<file path="config.mk">
export PLATFORM = sky130hd
export DESIGN_NAME = addsub_arbiter_flat
export DESIGN_NICKNAME = d
export VERILOG_FILES = /design/src/rtl/addsub_arbiter_pkg.sv /design/src/rtl/addsub_arbiter_if.sv /design/src/rtl/addsub_arbiter_rr_arbiter2.sv /design/src/rtl/addsub_arbiter.sv /design/src/flat_wrapper.sv
export SDC_FILE = /design/constraint.sdc
export NUM_CORES = 1
export LEC_CHECK = 0
export CORE_ASPECT_RATIO = 1.5
export CORE_UTILIZATION = 42
export DETAILED_ROUTE_END_ITERATION = 8
export PLACE_DENSITY = 0.83
export REMOVE_ABC_BUFFERS = 1
export SLEW_MARGIN = 30
export SYNTH_ARGS = -nofsm -noshare
export SYNTH_HDL_FRONTEND = slang
export SYNTH_SLANG_ARGS = --single-unit
</file>
<file path="constraint.sdc">
create_clock -name clk -period 2.25 [get_ports clk]
set_input_delay 0.225 -clock clk [delete_from_list [all_inputs] [get_ports clk]]
set_output_delay 0.225 -clock clk [all_outputs]
set_load 0.05 [all_outputs]
</file>
<file path="src/rtl/addsub_arbiter_pkg.sv">
// Shared constants and FSM state type for the adder/subtractor arbiter.
package addsub_arbiter_pkg;

  localparam int DEF_WIDTH = 3;
  localparam int NREQ      = 2;

  typedef enum logic [1:0] {
    IDLE = 2'd0,
    EXEC = 2'd1,
    RESP = 2'd2
  } state_t;

endpackage

</file>
<file path="src/rtl/addsub_arbiter_if.sv">
// Requester-facing request/response bundle; master = requesters, slave = arbiter.
interface addsub_arbiter_if
  import addsub_arbiter_pkg::*;
#(
  parameter int WIDTH = DEF_WIDTH
) ();

  logic [NREQ-1:0]       req_valid;
  logic [NREQ-1:0]       req_ready;
  logic [NREQ*WIDTH-1:0] req_a;
  logic [NREQ*WIDTH-1:0] req_b;
  logic [NREQ-1:0]       req_m;
  logic [NREQ-1:0]       rsp_valid;
  logic [NREQ-1:0]       rsp_ready;
  logic [WIDTH-1:0]      rsp_d;
  logic                  rsp_carry;
  logic                  rsp_v;
  logic                  busy;

  modport master (
    output req_valid, req_a, req_b, req_m, rsp_ready,
    input  req_ready, rsp_valid, rsp_d, rsp_carry, rsp_v, busy
  );

  modport slave (
    input  req_valid, req_a, req_b, req_m, rsp_ready,
    output req_ready, rsp_valid, rsp_d, rsp_carry, rsp_v, busy
  );

endinterface

</file>
<file path="src/rtl/addsub_arbiter_rr_arbiter2.sv">
// Two-way round-robin grant; last is the index of the previously served requester.
module addsub_arbiter_rr_arbiter2 (
  input  logic [1:0] req,
  input  logic       last,
  output logic [1:0] gnt
);

  always_comb begin
    gnt = 2'b00;
    case (req)
      2'b01:   gnt = 2'b01;
      2'b10:   gnt = 2'b10;
      2'b11:   gnt = last ? 2'b01 : 2'b10;
      default: gnt = 2'b00;
    endcase
  end

endmodule

</file>
<file path="src/rtl/addsub_arbiter.sv">
// Arbitrates two requesters onto one shared adder/subtractor, one op in flight.
//   state | meaning
//   IDLE  | arbitrate; accept winner's operands into dp_*
//   EXEC  | one cycle for the external datapath to settle
//   RESP  | hold rsp_* until the granted requester takes it
module addsub_arbiter
  import addsub_arbiter_pkg::*;
#(
  parameter int WIDTH = DEF_WIDTH
) (
  input  logic               clk,
  input  logic               reset,
  addsub_arbiter_if.slave    bus,
  output logic [WIDTH-1:0]   dp_a,
  output logic [WIDTH-1:0]   dp_b,
  output logic               dp_m,
  input  logic [WIDTH-1:0]   dp_d,
  input  logic               dp_carry,
  input  logic               dp_v
);

  state_t           state;
  state_t           state_nxt;
  logic [NREQ-1:0]  gnt;
  logic             gnt_idx;
  logic             cur;
  logic             last_grant;
  logic [NREQ-1:0]  rsp_valid;
  logic [WIDTH-1:0] rsp_d;
  logic             rsp_carry;
  logic             rsp_v;
  logic             accept;
  logic             done;

  addsub_arbiter_rr_arbiter2 u_rr_arbiter2 (
    .req  (bus.req_valid),
    .last (last_grant),
    .gnt  (gnt)
  );

  assign gnt_idx = gnt[1];
  assign accept  = (state == IDLE) && (gnt != 2'b00);
  assign done    = (state == RESP) && bus.rsp_ready[cur];

  always_ff @(posedge clk) begin
    if (reset) state <= IDLE;
    else       state <= state_nxt;
  end

  always_comb begin
    state_nxt = state;
    case (state)
      IDLE:    if (accept) state_nxt = EXEC;
      EXEC:    state_nxt = RESP;
      RESP:    if (done) state_nxt = IDLE;
      default: state_nxt = IDLE;
    endcase
  end

  always_ff @(posedge clk) begin
    if (reset) begin
      last_grant <= 1'b1;
      cur        <= 1'b0;
      dp_a       <= '0;
      dp_b       <= '0;
      dp_m       <= 1'b0;
      rsp_d      <= '0;
      rsp_carry  <= 1'b0;
      rsp_v      <= 1'b0;
      rsp_valid  <= '0;
    end else begin
      if (accept) begin
        cur  <= gnt_idx;
        dp_a <= gnt_idx ? bus.req_a[2*WIDTH-1:WIDTH] : bus.req_a[WIDTH-1:0];
        dp_b <= gnt_idx ? bus.req_b[2*WIDTH-1:WIDTH] : bus.req_b[WIDTH-1:0];
        dp_m <= bus.req_m[gnt_idx];
      end
      if (state == EXEC) begin
        rsp_d     <= dp_d;
        rsp_carry <= dp_carry;
        rsp_v     <= dp_v;
        rsp_valid <= cur ? 2'b10 : 2'b01;
      end
      if (done) begin
        rsp_valid  <= '0;
        last_grant <= cur;
      end
    end
  end

  // Gated by reset so a request held during reset is never shown as accepted.
  assign bus.req_ready = ((state == IDLE) && !reset) ? gnt : '0;
  assign bus.rsp_valid = rsp_valid;
  assign bus.rsp_d     = rsp_d;
  assign bus.rsp_carry = rsp_carry;
  assign bus.rsp_v     = rsp_v;
  assign bus.busy      = (state != IDLE);

endmodule
</file>
<file path="src/flat_wrapper.sv">
// flat-port wrapper written by rule: the top's interface ports become plain ports
module addsub_arbiter_flat import addsub_arbiter_pkg::*;
#(
  parameter int WIDTH = DEF_WIDTH
)
  (clk, reset, dp_a, dp_b, dp_m, dp_d, dp_carry, dp_v, bus_req_valid, bus_req_a, bus_req_b, bus_req_m, bus_rsp_ready, bus_req_ready, bus_rsp_valid, bus_rsp_d, bus_rsp_carry, bus_rsp_v, bus_busy);
  addsub_arbiter_if #(.WIDTH(WIDTH)) bus_i ();
  input  logic clk;
  input  logic reset;
  output logic [WIDTH-1:0] dp_a;
  output logic [WIDTH-1:0] dp_b;
  output logic dp_m;
  input  logic [WIDTH-1:0] dp_d;
  input  logic dp_carry;
  input  logic dp_v;
  input wire logic [$bits(bus_i.req_valid)-1:0] bus_req_valid;
  input wire logic [$bits(bus_i.req_a)-1:0] bus_req_a;
  input wire logic [$bits(bus_i.req_b)-1:0] bus_req_b;
  input wire logic [$bits(bus_i.req_m)-1:0] bus_req_m;
  input wire logic [$bits(bus_i.rsp_ready)-1:0] bus_rsp_ready;
  output wire logic [$bits(bus_i.req_ready)-1:0] bus_req_ready;
  output wire logic [$bits(bus_i.rsp_valid)-1:0] bus_rsp_valid;
  output wire logic [$bits(bus_i.rsp_d)-1:0] bus_rsp_d;
  output wire logic [$bits(bus_i.rsp_carry)-1:0] bus_rsp_carry;
  output wire logic [$bits(bus_i.rsp_v)-1:0] bus_rsp_v;
  output wire logic [$bits(bus_i.busy)-1:0] bus_busy;
  assign bus_i.req_valid = bus_req_valid;
  assign bus_i.req_a = bus_req_a;
  assign bus_i.req_b = bus_req_b;
  assign bus_i.req_m = bus_req_m;
  assign bus_i.rsp_ready = bus_rsp_ready;
  assign bus_req_ready = bus_i.req_ready;
  assign bus_rsp_valid = bus_i.rsp_valid;
  assign bus_rsp_d = bus_i.rsp_d;
  assign bus_rsp_carry = bus_i.rsp_carry;
  assign bus_rsp_v = bus_i.rsp_v;
  assign bus_busy = bus_i.busy;
  addsub_arbiter #(.WIDTH(WIDTH)) u_core (.clk(clk), .reset(reset), .bus(bus_i), .dp_a(dp_a), .dp_b(dp_b), .dp_m(dp_m), .dp_d(dp_d), .dp_carry(dp_carry), .dp_v(dp_v));
endmodule
</file>
==> results.sh, run 1 <==
export IMPL_outcome="complete, no violations"
export IMPL_nets=167
export IMPL_vias_per_cell=5.25
export IMPL_die_w_um=38.6
export IMPL_post_drt_wl_per_cell_um=13.1
export IMPL_period_share=0.895
export IMPL_nFillCells=153
export IMPL_cp_data_arrival_time_ns=1.79
export IMPL_netlist_instances=98
export IMPL_hp_class="reg -> reg"
export IMPL_ys_top_cells_by_area="dfxtp_1, o32ai_2, a21oi_1"
export IMPL_cts_buffer_depth=2
export IMPL_synth_edf_count=0
export IMPL_slew_headroom=0.597
export IMPL_wl_mm=2.11
export IMPL_cts_setup_buffers=0
export IMPL_cp_endpoint="bus_req_ready[1]"
export IMPL_area_growth_pct=56.0
export IMPL_synth_top_cell_area_share=0.428
export IMPL_reg2reg_slack_ns=0.62
export IMPL_antenna_found_initial=0
export IMPL_ir_drop_uv=379
export IMPL_crit_chain="or2_1, or3_1, a21oi_1, buf_12"
export IMPL_cts_tree="done"
export IMPL_drt_iter0_drc=9
export IMPL_ys_types=22
export IMPL_fin_crit_ns=2.01
export IMPL_critPathMaxFanout=6
export IMPL_num_rows=19
export IMPL_pre_cts_slack_ns=0.455
export IMPL_ys_ff_latch=18
export IMPL_cts_root_buf="clkbuf_4"
export IMPL_clock_fmax_mhz=497
export IMPL_htreeDepth=1
export IMPL_finalSetupViolations=0
export IMPL_crit_start="u_core.state[1]"
export IMPL_antenna_left=0
export IMPL_hold_buffers=0
export IMPL_ys_top_cells_by_count="dfxtp_1, a21oi_1, nor2_1"
export IMPL_clk_insertion_delay_late_ns=0.28
export IMPL_grt_total_usage=0.227
export IMPL_yosys_warnings=0
export IMPL_grt_overflow_total=0
export IMPL_io_pins=42
export IMPL_dpl_cell_count=158
export IMPL_portBuffers=41
export IMPL_initial_core_util=0.454
export IMPL_ys_seq_area_frac=0.428
export IMPL_dpl_hpwl_mm=1.72
export IMPL_syn_avg_cell_area_um2=8.59
export IMPL_p_leak_nw=0.496
export IMPL_worst_slack_ns=0.237
export IMPL_clock_skew_ns=0.00473
export IMPL_start_kind="flip-flop"
export IMPL_netlist_area_um2=842
export IMPL_stdcell_count=161
export IMPL_drive_gt1_frac=0.129
export IMPL_rr_startpoint="u_core.state[1]"
export IMPL_yosys_cell_count_top_type="dfxtp_1"
export IMPL_first_global_vias=903
export IMPL_cpPeakStageDelay_ns=0.40
export IMPL_synth_area_leader_cell="dfxtp_1"
export IMPL_cp_end_kind="output pin"
export IMPL_clk_pin_slew_ns=0.09
export IMPL_slowest_stage="or3_1"
export IMPL_dieArea_um2=2190
export IMPL_place_congestion=0.726
export IMPL_drv_slew=0
export IMPL_cts_sinks=18
export IMPL_holdWs_ns=0.459
export IMPL_path_class="reg -> out"
export IMPL_required_ns=2.03
export IMPL_post_cts_resized=0
export IMPL_timing_rr_end="u_core.dp_a[2]"
export IMPL_route_vias_total=846
export IMPL_power_density_nw_per_um2=646
export IMPL_fp_dieH_um=56.8
export IMPL_grt_pass1_wl_mm=3.66
export IMPL_firstDrtPassIters=4
export IMPL_r2r_cells=4
export IMPL_cap_violations=0
export IMPL_synthArstFlopShare=0
export IMPL_synth_ff_type="dfxtp_1"
export IMPL_grt_max_degree=12
export IMPL_diodes=0
export IMPL_hold_violations=0
export IMPL_core_um2=1850
export IMPL_rsz0062_at_grt="false"
export IMPL_cts_inserted_buffers=3
export IMPL_worstMarginPinSlew_ns=0.603
export IMPL_drc=0
area by class of cell:
type	instances	area [µm²]	share of cell area
Sequential cell	18	360	0.274
Clock buffer	3	22.5	0.0171
Timing Repair Buffer	45	460	0.350
Tap cell	21	26.3	0.0200
Multi-Input combinational cell	65	410	0.312
Inverter	9	33.8	0.0257
worst min-delay path by stage:
stage,depth (start not counted),slack (ns),endpoint,startpoint
after floorplan,1,0.29,u_core.bus.rsp_carry,reset
after global placement,2,0.44,u_core.bus.rsp_d[1],u_core.bus.rsp_d[1]
after detailed placement,2,0.45,u_core.bus.rsp_d[2],u_core.bus.rsp_d[2]
after CTS,2,0.47,u_core.bus.rsp_d[0],u_core.bus.rsp_d[0]
after global routing,2,0.49,u_core.bus.rsp_d[2],u_core.bus.rsp_d[2]
final,2,0.46,u_core.bus.rsp_d[1],u_core.bus.rsp_d[1]
per-layer routing:
metal  global-route usage  up-vias  part of all wire
met5                    0        -                 0
met2                0.414       38              0.56
met3               0.0356        2             0.061
li1                     -      419                 -
met4               0.0788        0            0.0047
met1                0.244      387              0.37
worst max-delay path, delay by kind of cell, from the launching register on:
kind | cells | cell delay, ns
AND/OR/NAND/NOR | 2 | 0.72
flip-flops | 1 | 0.36
AO/OA/AOI/OAI | 1 | 0.25
buffers and inverters | 1 | 0.18
flip-flops by register name, summed over array words and instances, names as in the netlist:
name                  count
u_core.bus.rsp_carry      1
u_core.cur                1
u_core.dp_a               3
u_core.bus.rsp_d          3
u_core.last_grant         1
u_core.dp_m               1
u_core.state              2
u_core.bus.rsp_valid      2
u_core.dp_b               3
u_core.bus.rsp_v          1
placed cells by master, fill, tap and decap left out, drive strengths merged:
| cell | count |
|---|---|
| clkdlybuf4s50 | 39 |
| mux2i | 1 |
| a211oi | 1 |
| or3 | 1 |
| nor3 | 2 |
| a21boi | 1 |
| or2b | 1 |
| nand2b | 3 |
| o32ai | 7 |
| nand2 | 11 |
| a21oi | 17 |
| o21ai | 1 |
| o21bai | 3 |
| clkbuf | 3 |
| nor2b | 2 |
| nand3b | 1 |
| nor2 | 12 |
| buf | 6 |
| or2 | 1 |
| dfxtp | 18 |
| inv | 9 |
report_power, final:
part | switching (mW) | internal [mW]
Sequential | 0.0210 | 0.349
Clock | 0.0862 | 0.0620
Combinational | 0.190 | 0.140
Total | 0.297 | 0.551
per-stage QoR:
step / power (mW) / area (µm²) / TNS [ns] / util
final: 0.848 / 1310 / 0 / 0.709
after global routing: 0.900 / 1310 / 0 / 0.709
after CTS: 0.860 / 1310 / 0 / 0.709
after detailed placement: 0.708 / 1290 / 0 / 0.696
after global placement: 0.698 / 1290 / 0 / 0.696
after floorplan: 0.568 / 805 / -0.183 / -
logic make-up (layout without fill, tap and decap cells):
family	count (synthesis)	in the layout	synth area share
buffers and inverters	15	57	0.0847
muxes	1	1	0.0119
and+or+nand+nor	34	34	0.184
AOI/OAI and AO/OA	30	30	0.291
DFF	18	18	0.428
Note: power is estimated with default switching activity, not from simulation.
==> run 2, diff against run 1 <==
--- a/config.mk
+++ b/config.mk
@@ -6,11 +6,11 @@
 export NUM_CORES = 1
 export LEC_CHECK = 0
 export CORE_ASPECT_RATIO = 1.5
+export CORE_MARGIN = 3
 export CORE_UTILIZATION = 42
 export DETAILED_ROUTE_END_ITERATION = 8
 export PLACE_DENSITY = 0.83
 export REMOVE_ABC_BUFFERS = 1
-export SLEW_MARGIN = 30
 export SYNTH_ARGS = -nofsm -noshare
 export SYNTH_HDL_FRONTEND = slang
 export SYNTH_SLANG_ARGS = --single-unit
==> results.sh, run 2 (synthesized netlist as in run 1, its figures left out) <==
export IMPL_outcome="complete, no violations"
export IMPL_largestRegisters="u_core.bus.rsp_d (3), u_core.dp_a (3), u_core.dp_b (3)"
export IMPL_diodes=0
export IMPL_route_vias_total=842
export IMPL_hp_class="reg -> reg"
export IMPL_drt_iter0_drc=12
export IMPL_period_share=0.895
export IMPL_core_um2=1880
export IMPL_rsz0062_at_grt="false"
export IMPL_dieArea_um2=2590
export IMPL_fp_dieH_um=60.8
export IMPL_routed_top_layer="met4"
export IMPL_num_rows=19
export IMPL_first_global_vias=904
export IMPL_r2r_cells=4
export IMPL_firstDrtPassIters=4
export IMPL_dpl_hpwl_mm=1.66
export IMPL_start_kind="flip-flop"
export IMPL_p_leak_nw=0.503
export IMPL_cp_data_arrival_time_ns=1.79
export IMPL_clk_pin_slew_ns=0.10
export IMPL_layout_common_cells="clkdlybuf4s50_1, dfxtp_1, a21oi_1"
export IMPL_nets=167
export IMPL_portBuffers=41
export IMPL_worstHoldStart="u_core.bus.rsp_d[1]"
export IMPL_drv_slew=0
export IMPL_grt_overflow_total=0
export IMPL_htreeDepth=1
export IMPL_cts_buffer_depth=2
export IMPL_hold_violations=0
export IMPL_grt_total_usage=0.189
export IMPL_worstMarginPinSlew_ns=0.611
export IMPL_power_density_nw_per_um2=677
export IMPL_power_total_uw=899
export IMPL_vias_per_cell=5.20
export IMPL_cts_setup_buffers=0
export IMPL_cpPeakStageDelay_ns=0.85
export IMPL_clk_insertion_delay_late_ns=0.29
export IMPL_met2_length_mm=1.14
export IMPL_io_pins=42
export IMPL_reg2reg_slack_ns=0.65
export IMPL_required_ns=2.03
export IMPL_crit_buf_inv=1
export IMPL_critPathMaxFanout=6
export IMPL_post_cts_resized=0
export IMPL_finalSetupViolations=0
export IMPL_fin_tns_setup_ns=0
export IMPL_drc=0
export IMPL_grt_max_degree=12
export IMPL_cp_end_kind="output pin"
export IMPL_worst_slack_ns=0.235
export IMPL_path_class="reg -> out"
export IMPL_ir_drop_uv=560
export IMPL_slew_headroom=0.592
export IMPL_clock_fmax_mhz=496
export IMPL_cts_inserted_buffers=3
export IMPL_crit_chain="or2_1, clkdlybuf4s50_1"
export IMPL_pre_cts_slack_ns=0.454
export IMPL_initial_core_util=0.448
export IMPL_rr_startpoint="u_core.state[1]"
export IMPL_slowest_stage="clkdlybuf4s50_1"
export IMPL_cap_violations=0
export IMPL_cp_top_family="buffers and inverters"
export IMPL_timing_rr_end="u_core.dp_a[0]"
export IMPL_cts_sinks=18
export IMPL_cts_root_buf="clkbuf_4"
export IMPL_hold_path_end="u_core.bus.rsp_d[1]"
export IMPL_wl_mm=2.14
export IMPL_grt_pass1_wl_mm=3.68
export IMPL_antenna_left=0
export IMPL_hold_buffers=0
export IMPL_area_growth_pct=57.7
export IMPL_met3_length_um=165
export IMPL_crit_start="u_core.state[0]"
export IMPL_die_w_um=42.6
export IMPL_hold_depth=2
export IMPL_met1_length_um=787
export IMPL_cts_tree="done"
export IMPL_post_drt_wl_per_cell_um=13.2
export IMPL_drive_gt1_frac=0.135
export IMPL_antenna_found_initial=0
export IMPL_clock_skew_ns=0.00305
export IMPL_fin_crit_ns=2.01
export IMPL_place_congestion=0.736
export IMPL_final_common_cell="clkdlybuf4s50_1"
run 2: layout make-up:
type | count | area, µm²
clock buffers | 4 | 36.3
fillers | 155 | 551
inverters | 9 | 33.8
multi-input cells | 65 | 410
flip-flops and latches | 18 | 360
well taps | 21 | 26.3
repair buffers | 45 | 460
run 2: layer usage:
layer  GRT usage  vias to the layer above
met5           0                        -
met4       0.102                        0
met3      0.0445                        4
met2       0.355                       37
met1       0.191                      383
li1            -                      418
run 2: worst max-delay path by stage:
stage | to | slack [ns] | depth (start not counted)
floorplan | bus_req_ready[1] | -0.18 | 3
CTS | bus_busy | 0.23 | 2
finish | bus_busy | 0.24 | 2
global route | bus_req_ready[1] | 0.15 | 4
global placement | bus_req_ready[1] | 0.49 | 5
detailed placement | bus_req_ready[1] | 0.45 | 5
run 2: through the flow:
step	area [µm²]	utilization	cells	hold slack, ns
after global placement	1290	0.688	158	0.441
after floorplan	805	-	92	0.294
final	1330	0.707	162	0.458
after global routing	1330	0.707	162	0.477
after CTS	1330	0.707	162	0.460
after detailed placement	1290	0.688	158	0.445
run 2: worst register-to-register path: stages (launching register included):
cell and delay, ns:
dfxtp_1 0.36, or2_1 0.32, or3_1 0.39, buf_4 0.20
o32ai_2 0.27
run 2: power breakdown:
part	leakage, nW	switching [mW]	internal (mW)
registers	0.148	0.0213	0.349
logic	0.334	0.188	0.140
clock network	0.0210	0.101	0.0987
